<file path="src/rtl/miscv_pipe_pkg.sv">
// Shared pipeline types for the MISC-V core: MEM/WB payload layout and bubble constant.
package miscv_pipe_pkg;

    localparam int unsigned DEF_DATA_W = 16;
    localparam int unsigned DEF_RD_W   = 4;

    typedef struct packed {
        logic                  regwrite;
        logic                  regstore;
        logic [DEF_DATA_W-1:0] alu_result;
        logic [DEF_DATA_W-1:0] store_mem;
        logic [DEF_RD_W-1:0]   rd;
    } mem_wb_payload_t;

    localparam mem_wb_payload_t MEM_WB_BUBBLE = '0;

endpackage

</file>
<file path="src/rtl/pipe_skid_buf.sv">
// Generic two-entry skid register: main entry drives the output, skid entry absorbs
// one transfer under back-pressure so in_ready can be registered.
module pipe_skid_buf #(
    parameter int unsigned W = 8
) (
    input  logic         clk,
    input  logic         reset,
    input  logic         flush,
    input  logic         in_valid,
    output logic         in_ready,
    input  logic [W-1:0] in_data,
    output logic         out_valid,
    input  logic         out_ready,
    output logic [W-1:0] out_data
);

    typedef enum logic [1:0] {OCC_EMPTY, OCC_MAIN, OCC_FULL} occ_e;

    occ_e         state_q, state_d;
    logic [W-1:0] main_q, skid_q;
    logic         in_fire, out_fire;

    assign in_fire  = in_valid & in_ready;
    assign out_fire = out_valid & out_ready;

    always_ff @(posedge clk) begin
        if (reset) state_q <= OCC_EMPTY;
        else       state_q <= state_d;
    end

    always_comb begin
        state_d = state_q;
        if (flush) begin
            state_d = OCC_EMPTY;
        end else begin
            case (state_q)
                OCC_EMPTY: if (in_fire) state_d = OCC_MAIN;
                OCC_MAIN: begin
                    if (in_fire && !out_fire)      state_d = OCC_FULL;
                    else if (!in_fire && out_fire) state_d = OCC_EMPTY;
                end
                OCC_FULL:  if (out_fire) state_d = OCC_MAIN;
                default:   state_d = OCC_EMPTY;
            endcase
        end
    end

    // in_ready depends only on registered occupancy, never on out_ready.
    always_comb begin
        in_ready  = (state_q != OCC_FULL);
        out_valid = (state_q != OCC_EMPTY);
        out_data  = main_q;
    end

    always_ff @(posedge clk) begin
        if (reset || flush) begin
            main_q <= '0;
            skid_q <= '0;
        end else begin
            case (state_q)
                OCC_EMPTY: if (in_fire) main_q <= in_data;
                OCC_MAIN: begin
                    if (in_fire && out_fire) main_q <= in_data;
                    else if (in_fire)        skid_q <= in_data;
                end
                OCC_FULL:  if (out_fire) main_q <= skid_q;
                default: ;
            endcase
        end
    end

endmodule

</file>
<file path="src/rtl/mem_wb_stage.sv">
// MEM->WB pipeline register with ready/valid skid buffer, flush and bubble gating.
// Optional stall/bubble statistics counters when MISCV_PIPE_STAT_EN is defined.
module mem_wb_stage
    import miscv_pipe_pkg::*;
#(
    parameter int unsigned DATA_W = DEF_DATA_W,
    parameter int unsigned RD_W   = DEF_RD_W,
    parameter int unsigned CNT_W  = 16
) (
    input  logic              CLK,
    input  logic              Reset,
    input  logic              flush,
    input  logic              in_valid,
    output logic              in_ready,
    input  logic              in_regwrite,
    input  logic              in_regstore,
    input  logic [DATA_W-1:0] in_alu_result,
    input  logic [DATA_W-1:0] in_store_mem,
    input  logic [RD_W-1:0]   in_rd,
    output logic              out_valid,
    input  logic              out_ready,
    output logic              out_regwrite,
    output logic              out_regstore,
    output logic [DATA_W-1:0] out_alu_result,
    output logic [DATA_W-1:0] out_store_mem,
    output logic [RD_W-1:0]   out_rd
`ifdef MISCV_PIPE_STAT_EN
    ,
    output logic [CNT_W-1:0]  stall_cnt,
    output logic [CNT_W-1:0]  bubble_cnt
`endif
);

    localparam int unsigned PW = 2 + 2 * DATA_W + RD_W;

    logic [PW-1:0]     in_pl, out_pl;
    logic              pl_regwrite, pl_regstore;
    logic [DATA_W-1:0] pl_alu_result, pl_store_mem;
    logic [RD_W-1:0]   pl_rd;

    assign in_pl = {in_regwrite, in_regstore, in_alu_result, in_store_mem, in_rd};
    assign {pl_regwrite, pl_regstore, pl_alu_result, pl_store_mem, pl_rd} = out_pl;

    pipe_skid_buf #(.W(PW)) u_skid (
        .clk       (CLK),
        .reset     (Reset),
        .flush     (flush),
        .in_valid  (in_valid),
        .in_ready  (in_ready),
        .in_data   (in_pl),
        .out_valid (out_valid),
        .out_ready (out_ready),
        .out_data  (out_pl)
    );

    // Bubbles present an all-zero payload so the register file is never written.
    always_comb begin
        out_regwrite   = out_valid & pl_regwrite;
        out_regstore   = out_valid & pl_regstore;
        out_alu_result = out_valid ? pl_alu_result : '0;
        out_store_mem  = out_valid ? pl_store_mem  : '0;
        out_rd         = out_valid ? pl_rd         : '0;
    end

`ifdef MISCV_PIPE_STAT_EN
    logic           flush_drop;
    logic [1:0]     bubble_inc;
    logic [CNT_W:0] bubble_sum;

    // A flush discards a held entry unless the only entry leaves this cycle; !in_ready means two held.
    assign flush_drop = flush & (~in_ready | (out_valid & ~out_ready));
    assign bubble_inc = {1'b0, ~out_valid} + {1'b0, flush_drop};
    assign bubble_sum = {1'b0, bubble_cnt} + (CNT_W + 1)'(bubble_inc);

    always_ff @(posedge CLK) begin
        if (Reset) begin
            stall_cnt  <= '0;
            bubble_cnt <= '0;
        end else begin
            if (out_valid && !out_ready && stall_cnt != '1)
                stall_cnt <= stall_cnt + 1'b1;
            bubble_cnt <= bubble_sum[CNT_W] ? '1 : bubble_sum[CNT_W-1:0];
        end
    end
`endif

endmodule
</file>
<file path="config.mk">
export PLATFORM = sky130hd
export DESIGN_NAME = mem_wb_stage
export DESIGN_NICKNAME = d
export VERILOG_FILES = /design/src/rtl/miscv_pipe_pkg.sv /design/src/rtl/pipe_skid_buf.sv /design/src/rtl/mem_wb_stage.sv
export SDC_FILE = /design/constraint.sdc
export NUM_CORES = 1
export LEC_CHECK = 0
export CAP_MARGIN = 40
export CORE_MARGIN = 4
export CORE_UTILIZATION = 30
export DETAILED_ROUTE_END_ITERATION = 10
export PLACE_DENSITY = 0.54
export SETUP_SLACK_MARGIN = 0.2
export SLEW_MARGIN = 20
export SYNTH_ARGS = -nofsm -noshare
export SYNTH_HDL_FRONTEND = slang
export SYNTH_HIERARCHICAL = 1
export SYNTH_SLANG_ARGS = --single-unit
</file>
<file path="constraint.sdc">
create_clock -name CLK -period 1.8 [get_ports CLK]
set_input_delay 0.36 -clock CLK [delete_from_list [all_inputs] [get_ports CLK]]
set_output_delay 0.36 -clock CLK [all_outputs]
set_load 0.02 [all_outputs]
</file>
==> PnR_summary.wiki, run 1 <==
{| class="wikitable"
! Metric !! Value
|-
| Flip-flop and latch count after synthesis || 78
|-
| TritonCTS clock tree || yes
|-
| Sequential cell area fraction in the yosys report || 0.424
|-
| Final setup violating endpoints || 0
|-
| Pin count of the biggest net entering global routing || 79
|-
| Die boundary height || 119 um
|-
| Area of the mapped netlist || 3680 um2
|-
| Tightest slew margin relative to the limit || 0.721
|-
| Synth Net Count || approximately 450
|-
| Count of cells along the worst register-to-register path || 5
|-
| Max-capacitance violation count || 0
|-
| Largest family of logic cells by synthesized area || compound AO/OA/AOI/OAI gates
|-
| Placed cell count || between 600 and 700
|-
| Final layout net count || about 520
|-
| Antenna violation net count after detailed routing || 0
|-
| # fillers || 1200
|-
| CP startpoint kind || flip-flop
|-
| Chip Width || around 120 um
|-
| Startpoint of the worst register-to-register path || u_skid/state_q[0]
|-
| Total power || approximately 4300 uW
|-
| Wire per inst || 15.9 um
|-
| Register clock-pin slew on the reported worst setup and hold paths || 60 ps
|-
| Number of global-route vias before repair || 3234
|-
| GRT Residual Overflow || 0
|-
| Number of sinks handled by clock tree synthesis || 78
|-
| Number of I/O port buffers || 82
|-
| Mean cell area of the mapped netlist || 9.14 um2
|-
| Slew Limit Fails || 0
|-
| Final standard cell utilization of the core || 0.425
|-
| Number of instances in the synthesized netlist || 403
|-
| WP data required || about 1400 ps
|-
| Global-route wire length before repair || approximately 17000 um
|-
| Worst Setup Path Type || reg -> out
|-
| Maximum root-to-sink buffer count || 2
|-
| Fraction of the mapped netlist area in compound gates || 0.243
|-
| Later-pin clock latency in the skew report || 330 ps
|-
| Initial core utilization || 0.307
|-
| CP cell instances || or2_4, buf_12, and2_1, buf_2
|-
| Total number of yosys warnings || 6
|-
| Endpoint of the worst hold path || u_skid/skid_q[12]
|-
| Layout cells sized above 1 || 0.241
|-
| Top-level port count || 83
|-
| Share of synthesized cell area in full adder, half adder and majority cells || 0
|-
| Vias after detailed routing || roughly 3100
|-
| Worst voltage drop across the vdd grid || 435 uV
|-
| Max Fclk || 567 MHz
|-
| DP Worst Slack || -49.3 ps
|-
| Number of antenna violations at the first check in global routing || 0
|-
| Mean number of vias per cell || 4.97
|-
| Final weighted congestion of routability-driven global placement || 0.733
|-
| Number of buffers inserted to repair setup after CTS || 0
|-
| Placeable Area || approximately 12000 um2
|-
| Outcome || completed
|-
| Worst Max-Slew Pin Slew || 418 ps
|-
| Cell class contributing the biggest share of worst-path delay || simple AND/OR/NAND/NOR gates
|-
| Unrepaired setup endpoints after global routing || yes
|-
| Worst path slowest cell || dfxtp_1
|-
| Mux cell area share after synthesis || 0.103
|-
| Number of standard cells in the final layout excluding fillers || 629
|-
| Hold path cells || 2
|-
| Post-synthesis share of cell area spent on and, or, nand and nor gates || 0.165
|-
| Post-DP HPWL || 6370 um
|-
| Final Skew || roughly 7.5 ps
|-
| Hold violation total from the final report || 0
|-
| Detailed-route DRC error count || 0
|-
| Overall die area || 14100 um2
|-
| Hold Path Class || reg -> reg
|-
| WL final || 10000 um
|-
| First-pass detailed-route iteration total || 4
|-
| Time the final worst path needs with I/O delays and setup || 1760 ps
|-
| Final Hold Slack || 450 ps
|-
| Launch instance of the worst min-delay path || u_skid/skid_q[12]
|-
| Max incr delay on CP || roughly 300 ps
|-
| Worst reg2reg path endpoint || u_skid/out_data[1]
|-
| CP Data Arrival Time || 1400 ps
|-
| Iteration-0 DRC Markers || 111
|-
| Layout Area Growth over Synthesis || 38.6%
|-
| Parity-gate share of the synthesized area counting xor and xnor cells || 0
|-
| Standard-cell rows || 40
|-
| Flop-to-flop setup slack || 350 ps
|-
| H-tree depth reported by CTS || 3
|-
| Bufs and invs on worst path || 2
|-
| Power density over the cells || about 850 nW/um2
|-
| Leakage Power || 0.00208 uW
|-
| Total inserted antenna cells || 0
|-
| Cts bufs inserted || 9
|-
| Root Buffer || clkbuf_16
|-
| Gr usage total || 0.147
|-
| Least setup slack across all paths after layout || 37.7 ps
|-
| Synth cell types || 26
|-
| Final period util || 0.979
|-
| Kind of end point of the critical path || output pin
|-
| Crit path max fanout || 14
|}
worst max-delay path by stage:
stage / startpoint / to / slack (ps) / cells past startpoint
final: u_skid/state_q[0] / out_store_mem[14] / 40 / 4
after global routing: u_skid/state_q[0] / out_store_mem[4] / -20 / 4
after CTS: u_skid/state_q[0] / out_store_mem[14] / 20 / 4
after detailed placement: u_skid/state_q[1] / out_store_mem[14] / -50 / 4
after global placement: u_skid/state_q[1] / out_store_mem[14] / -50 / 4
after floorplan: u_skid/state_q[1] / out_alu_result[12] / 270 / 4
state kept, by name, summed over array words and instances, names as in the netlist:
name	cells
u_skid/state_q	2
u_skid/skid_q	38
u_skid/out_data	38
worst reg2reg max path: cells and delay by family (launching register included):
family / cells / cell delay (ps)
buffers and inverters: 2 / 440
muxes: 1 / 300
AOI/OAI and AO/OA: 1 / 90
DFF: 1 / 320
and+or+nand+nor: 1 / 170
cell usage after synthesis (all sizes together):
library cell,number,area [um2]
clkbuf,17,68.8
a21o,2,15.0
dfxtp,78,1560
and4bb,1,12.5
nand2b,2,12.5
nor2b,1,6.26
or3b,1,8.76
or2,2,12.5
nand2,77,289
a21oi,39,195
buf,25,168
and3b,1,8.76
mux2i,38,380
nor2,1,3.75
and2,39,244
o21a,1,7.51
o21bai,1,7.51
nand4bb,1,11.3
a211oi,76,671
kinds of logic (layout without fill, tap and decap cells):
logic type	after synthesis	after routing
buffers and inverters	42	121
multiplexers	38	38
flip-flops	78	78
AO/OA/AOI/OAI	119	119
AND/OR/NAND/NOR	126	126
area by class of cell:
cell class,count,area (um2),share of cell area
Multi-Input combinational cell,283,1930,0.378
Sequential cell,78,1560,0.306
Timing Repair Buffer,106,1090,0.214
Clock buffer,9,225,0.0441
Tap cell,147,184,0.0360
Clock inverter,6,111,0.0218
where the power goes:
| group | leakage (uW) | internal [uW] | switching, uW |
|---|---|---|---|
| logic | 0.00129 | 250 | 243 |
| clock network | 0.000161 | 1350 | 681 |
| registers | 0.000633 | 1770 | 24.3 |
| total | 0.00208 | 3370 | 948 |
stage by stage:
| step | setup TNS, ps | instance area (um2) |
|---|---|---|
| after floorplan | 0 | 3680 |
| after global placement | -860 | 4720 |
| after global routing | -46.4 | 5110 |
| after CTS | 0 | 4900 |
| final | 0 | 5110 |
| after detailed placement | -1130 | 4720 |
timing repair:
item	in CTS	in global routing
endpoints found under the setup margin	40	40
hold buffers	0	0
gates cloned	1	0
pin swaps	1	0
gates resized for setup	165	69
layout by cell type, fill, tap and decap left out, drive strengths merged:
master         Yosys  routed
or3b               1       1
a21oi             39      39
dfxtp             78      78
o21a               1       1
o21bai             1       1
a21o               2       2
or2                2       2
nand2b             2       2
and2              39      39
clkinv             0       2
nor2b              1       1
clkdlybuf4s50      0      42
nor2               1       1
and3b              1       1
nand4bb            1       1
buf               25      64
nand2             77      77
clkbuf            17       9
a211oi            76      76
mux2i             38      38
bufinv             0       3
and4bb             1       1
clkinvlp           0       1
metal layers:
layer	routed length, um	track usage	vias up	share of wire
li1	-	-	1577	-
met1	4680	0.191	1482	0.47
met2	4910	0.246	61	0.49
met3	378	0.0380	4	0.038
met4	53	0.0304	0	0.0053
met5	0	0	-	0
Note: power is estimated with default switching activity, not from simulation.
==> inputs of run 2 (changes only) <==
--- a/config.mk
+++ b/config.mk
@@ -6,9 +6,10 @@
 export NUM_CORES = 1
 export LEC_CHECK = 0
 export CAP_MARGIN = 40
-export CORE_MARGIN = 4
+export CORE_MARGIN = 10
 export CORE_UTILIZATION = 30
 export DETAILED_ROUTE_END_ITERATION = 10
+export GPL_ROUTABILITY_DRIVEN = 0
 export PLACE_DENSITY = 0.54
 export SETUP_SLACK_MARGIN = 0.2
 export SLEW_MARGIN = 20
==> run 2 against run 1 <==
Net effect: combinational power increased by 4%; sequential power about the same; hold slack improved by 2.0 ps; via count increased by 2.7%; critical path depth unchanged; critical endpoint is now out_alu_result[10]; largest cell class unchanged.
==> PnR_summary.wiki, run 2 (same netlist as run 1, synthesis figures left out) <==
{| class="wikitable"
! Metric !! Value
|-
| GRT Residual Overflow || 0
|-
| Post-DP HPWL || 7080 um
|-
| Tightest slew margin relative to the limit || 0.798
|-
| Hold violation total from the final report || 0
|-
| Placed cell count || around 600
|-
| Share of total power in the clock network || 0.452
|-
| Time the final worst path needs with I/O delays and setup || 1740 ps
|-
| Root Buffer || clkbuf_16
|-
| Layout Area Growth over Synthesis || 41.4%
|-
| Number of buffers inserted to repair setup after CTS || 0
|-
| Standard-cell rows || 40
|-
| Hold Path Class || reg -> reg
|-
| Chip Width || 131 um
|-
| Kind of end point of the critical path || output pin
|-
| Vias after detailed routing || 3207
|-
| WP data required || 1440 ps
|-
| Die boundary height || 131 um
|-
| Final setup violating endpoints || 0
|-
| Hold path cells || 2
|-
| Internal power component || approximately 3200 uW
|-
| First-pass detailed-route iteration total || 4
|-
| WL final || between 10000 and 15000 um
|-
| Overall die area || 17100 um2
|-
| Combinational share of power || 0.122
|-
| Number of global-route vias before repair || 3375
|-
| Crit path max fanout || 16
|-
| Most common library cell in the layout ignoring fill and taps || dfxtp_1
|-
| Later-pin clock latency in the skew report || 330 ps
|-
| Power density over the cells || 810 nW/um2
|-
| Met3 layer wire length in the routed design || 686 um
|-
| TritonCTS clock tree || yes
|-
| Max Fclk || 574 MHz
|-
| Switching pwr || about 1000 uW
|-
| Max-capacitance violation count || 0
|-
| Mean number of vias per cell || a little over 5
|-
| Iteration-0 DRC Markers || approximately 140
|-
| Number of standard cells in the final layout excluding fillers || 633
|-
| Pin count of the biggest net entering global routing || 42
|-
| Final Skew || between 6 and 7 ps
|-
| Least setup slack across all paths after layout || between 50 and 60 ps
|-
| Top metal layer carrying routed signals || met4
|-
| Top-level port count || 83
|-
| Routed length on met1 || 5030 um
|-
| Leakage Power || approximately 0.0021 uW
|-
| Maximum root-to-sink buffer count || 2
|-
| Final period util || 0.969
|-
| Met2 layer wire length in the routed design || about 5300 um
|-
| Unrepaired setup endpoints after global routing || yes
|-
| Quantity of hold-fixing buffers added after cts || 0
|-
| CP startpoint kind || flip-flop
|-
| Cts bufs inserted || 9
|-
| H-tree depth reported by CTS || 3
|-
| Proportion of power drawn by flip-flops and latches || 0.426
|-
| Slew Limit Fails || 0
|-
| Commonest non-fill, non-tap cells in the layout || 78 x dfxtp_1, 77 x nand2_1, 49 x a211oi_1, 42 x clkdlybuf4s50_1, 39 x a21oi_1
|-
| Number of antenna violations at the first check in global routing || 0
|-
| Wire per inst || ~18 um
|-
| Antenna violation net count after detailed routing || 0
|-
| Outcome || completed
|-
| Register clock-pin slew on the reported worst setup and hold paths || ~60 ps
|-
| Final layout net count || between 500 and 600
|-
| Total inserted antenna cells || 0
|-
| Worst Max-Slew Pin Slew || 295 ps
|-
| Worst voltage drop across the vdd grid || 437 uV
|-
| Gr usage total || 0.131
|-
| Number of I/O port buffers || 82
|-
| Global-route wire length before repair || 17700 um
|-
| Initial core utilization || 0.307
|-
| DP Worst Slack || -82.7 ps
|-
| CP Data Arrival Time || 1380 ps
|-
| Count of cells along the worst register-to-register path || 5
|-
| Worst Setup Path Type || reg -> out
|-
| Detailed-route DRC error count || 0
|-
| Layout cells sized above 1 || 0.274
|-
| Placeable Area || ~12000 um2
|-
| Number of sinks handled by clock tree synthesis || 78
|-
| Switching Fraction || 0.234
|}
[run 2: through the flow]
stage	utilization	hold slack, ps	total power, uW	area, um2	setup TNS, ps
detailed placement	0.394	446	2320	4730	-2170
floorplan	-	436	2090	3680	0
CTS	0.412	455	4250	4950	0
global route	0.434	468	4390	5210	0
global placement	0.394	441	2310	4730	-1620
finish	0.434	452	4220	5210	0
[run 2: final timing paths]
path	from	endpoint	slack [ps]
max	u_skid/state_q[0]	out_alu_result[10]	60
min	u_skid/skid_q[19]	u_skid/skid_q[19]	450
max reg2reg	u_skid/state_q[0]	u_skid/out_data[29]	340
min reg2reg	u_skid/skid_q[19]	u_skid/skid_q[19]	450
[run 2: power groups by stage]
stage	Combinational, uW	Sequential (uW)	Clock (uW)
after floorplan	266	1830	0
after global placement	476	1830	0
after detailed placement	482	1840	0
after CTS	493	1800	1960
after global routing	554	1800	2030
final	513	1800	1910
[run 2: what timing repair did]
action / in CTS / in global routing
resized for setup: 188 / 71
endpoints found under the setup margin: 40 / 46
endpoints found under the hold margin: 0 / 0
cloned: 1 / 1
pin swaps: 1 / 0
[run 2: critical path, cell delays in order, from the launching register on]
cell	delay [ps]
dfxtp_1	310
or2_4	290
buf_12	160
and2_1	140
buf_2	150
[run 2: final cells by class]
class / count / area (um2)
multi-input cells: 283 / 1990
flip-flops and latches: 78 / 1560
repair buffers: 110 / 1170
well taps: 147 / 184
clock inverters: 6 / 87.6
clock buffers: 9 / 225
fillers: 1190 / 6800
[run 2: routing by layer]
metal	vias to the layer above	global-route usage
met4	0	0.0399
met1	1519	0.157
met3	15	0.0423
li1	1577	-
met5	-	0
met2	96	0.218
==> inputs of run 3 (changes only) <==
--- a/config.mk
+++ b/config.mk
@@ -8,6 +8,7 @@
 export CAP_MARGIN = 40
 export CORE_MARGIN = 10
 export CORE_UTILIZATION = 30
+export CTS_CLUSTER_SIZE = 20
 export DETAILED_ROUTE_END_ITERATION = 10
 export GPL_ROUTABILITY_DRIVEN = 0
 export PLACE_DENSITY = 0.54
==> results of run 3 <==
Same layout as run 2: the final DEF is identical, and so are final timing and power.
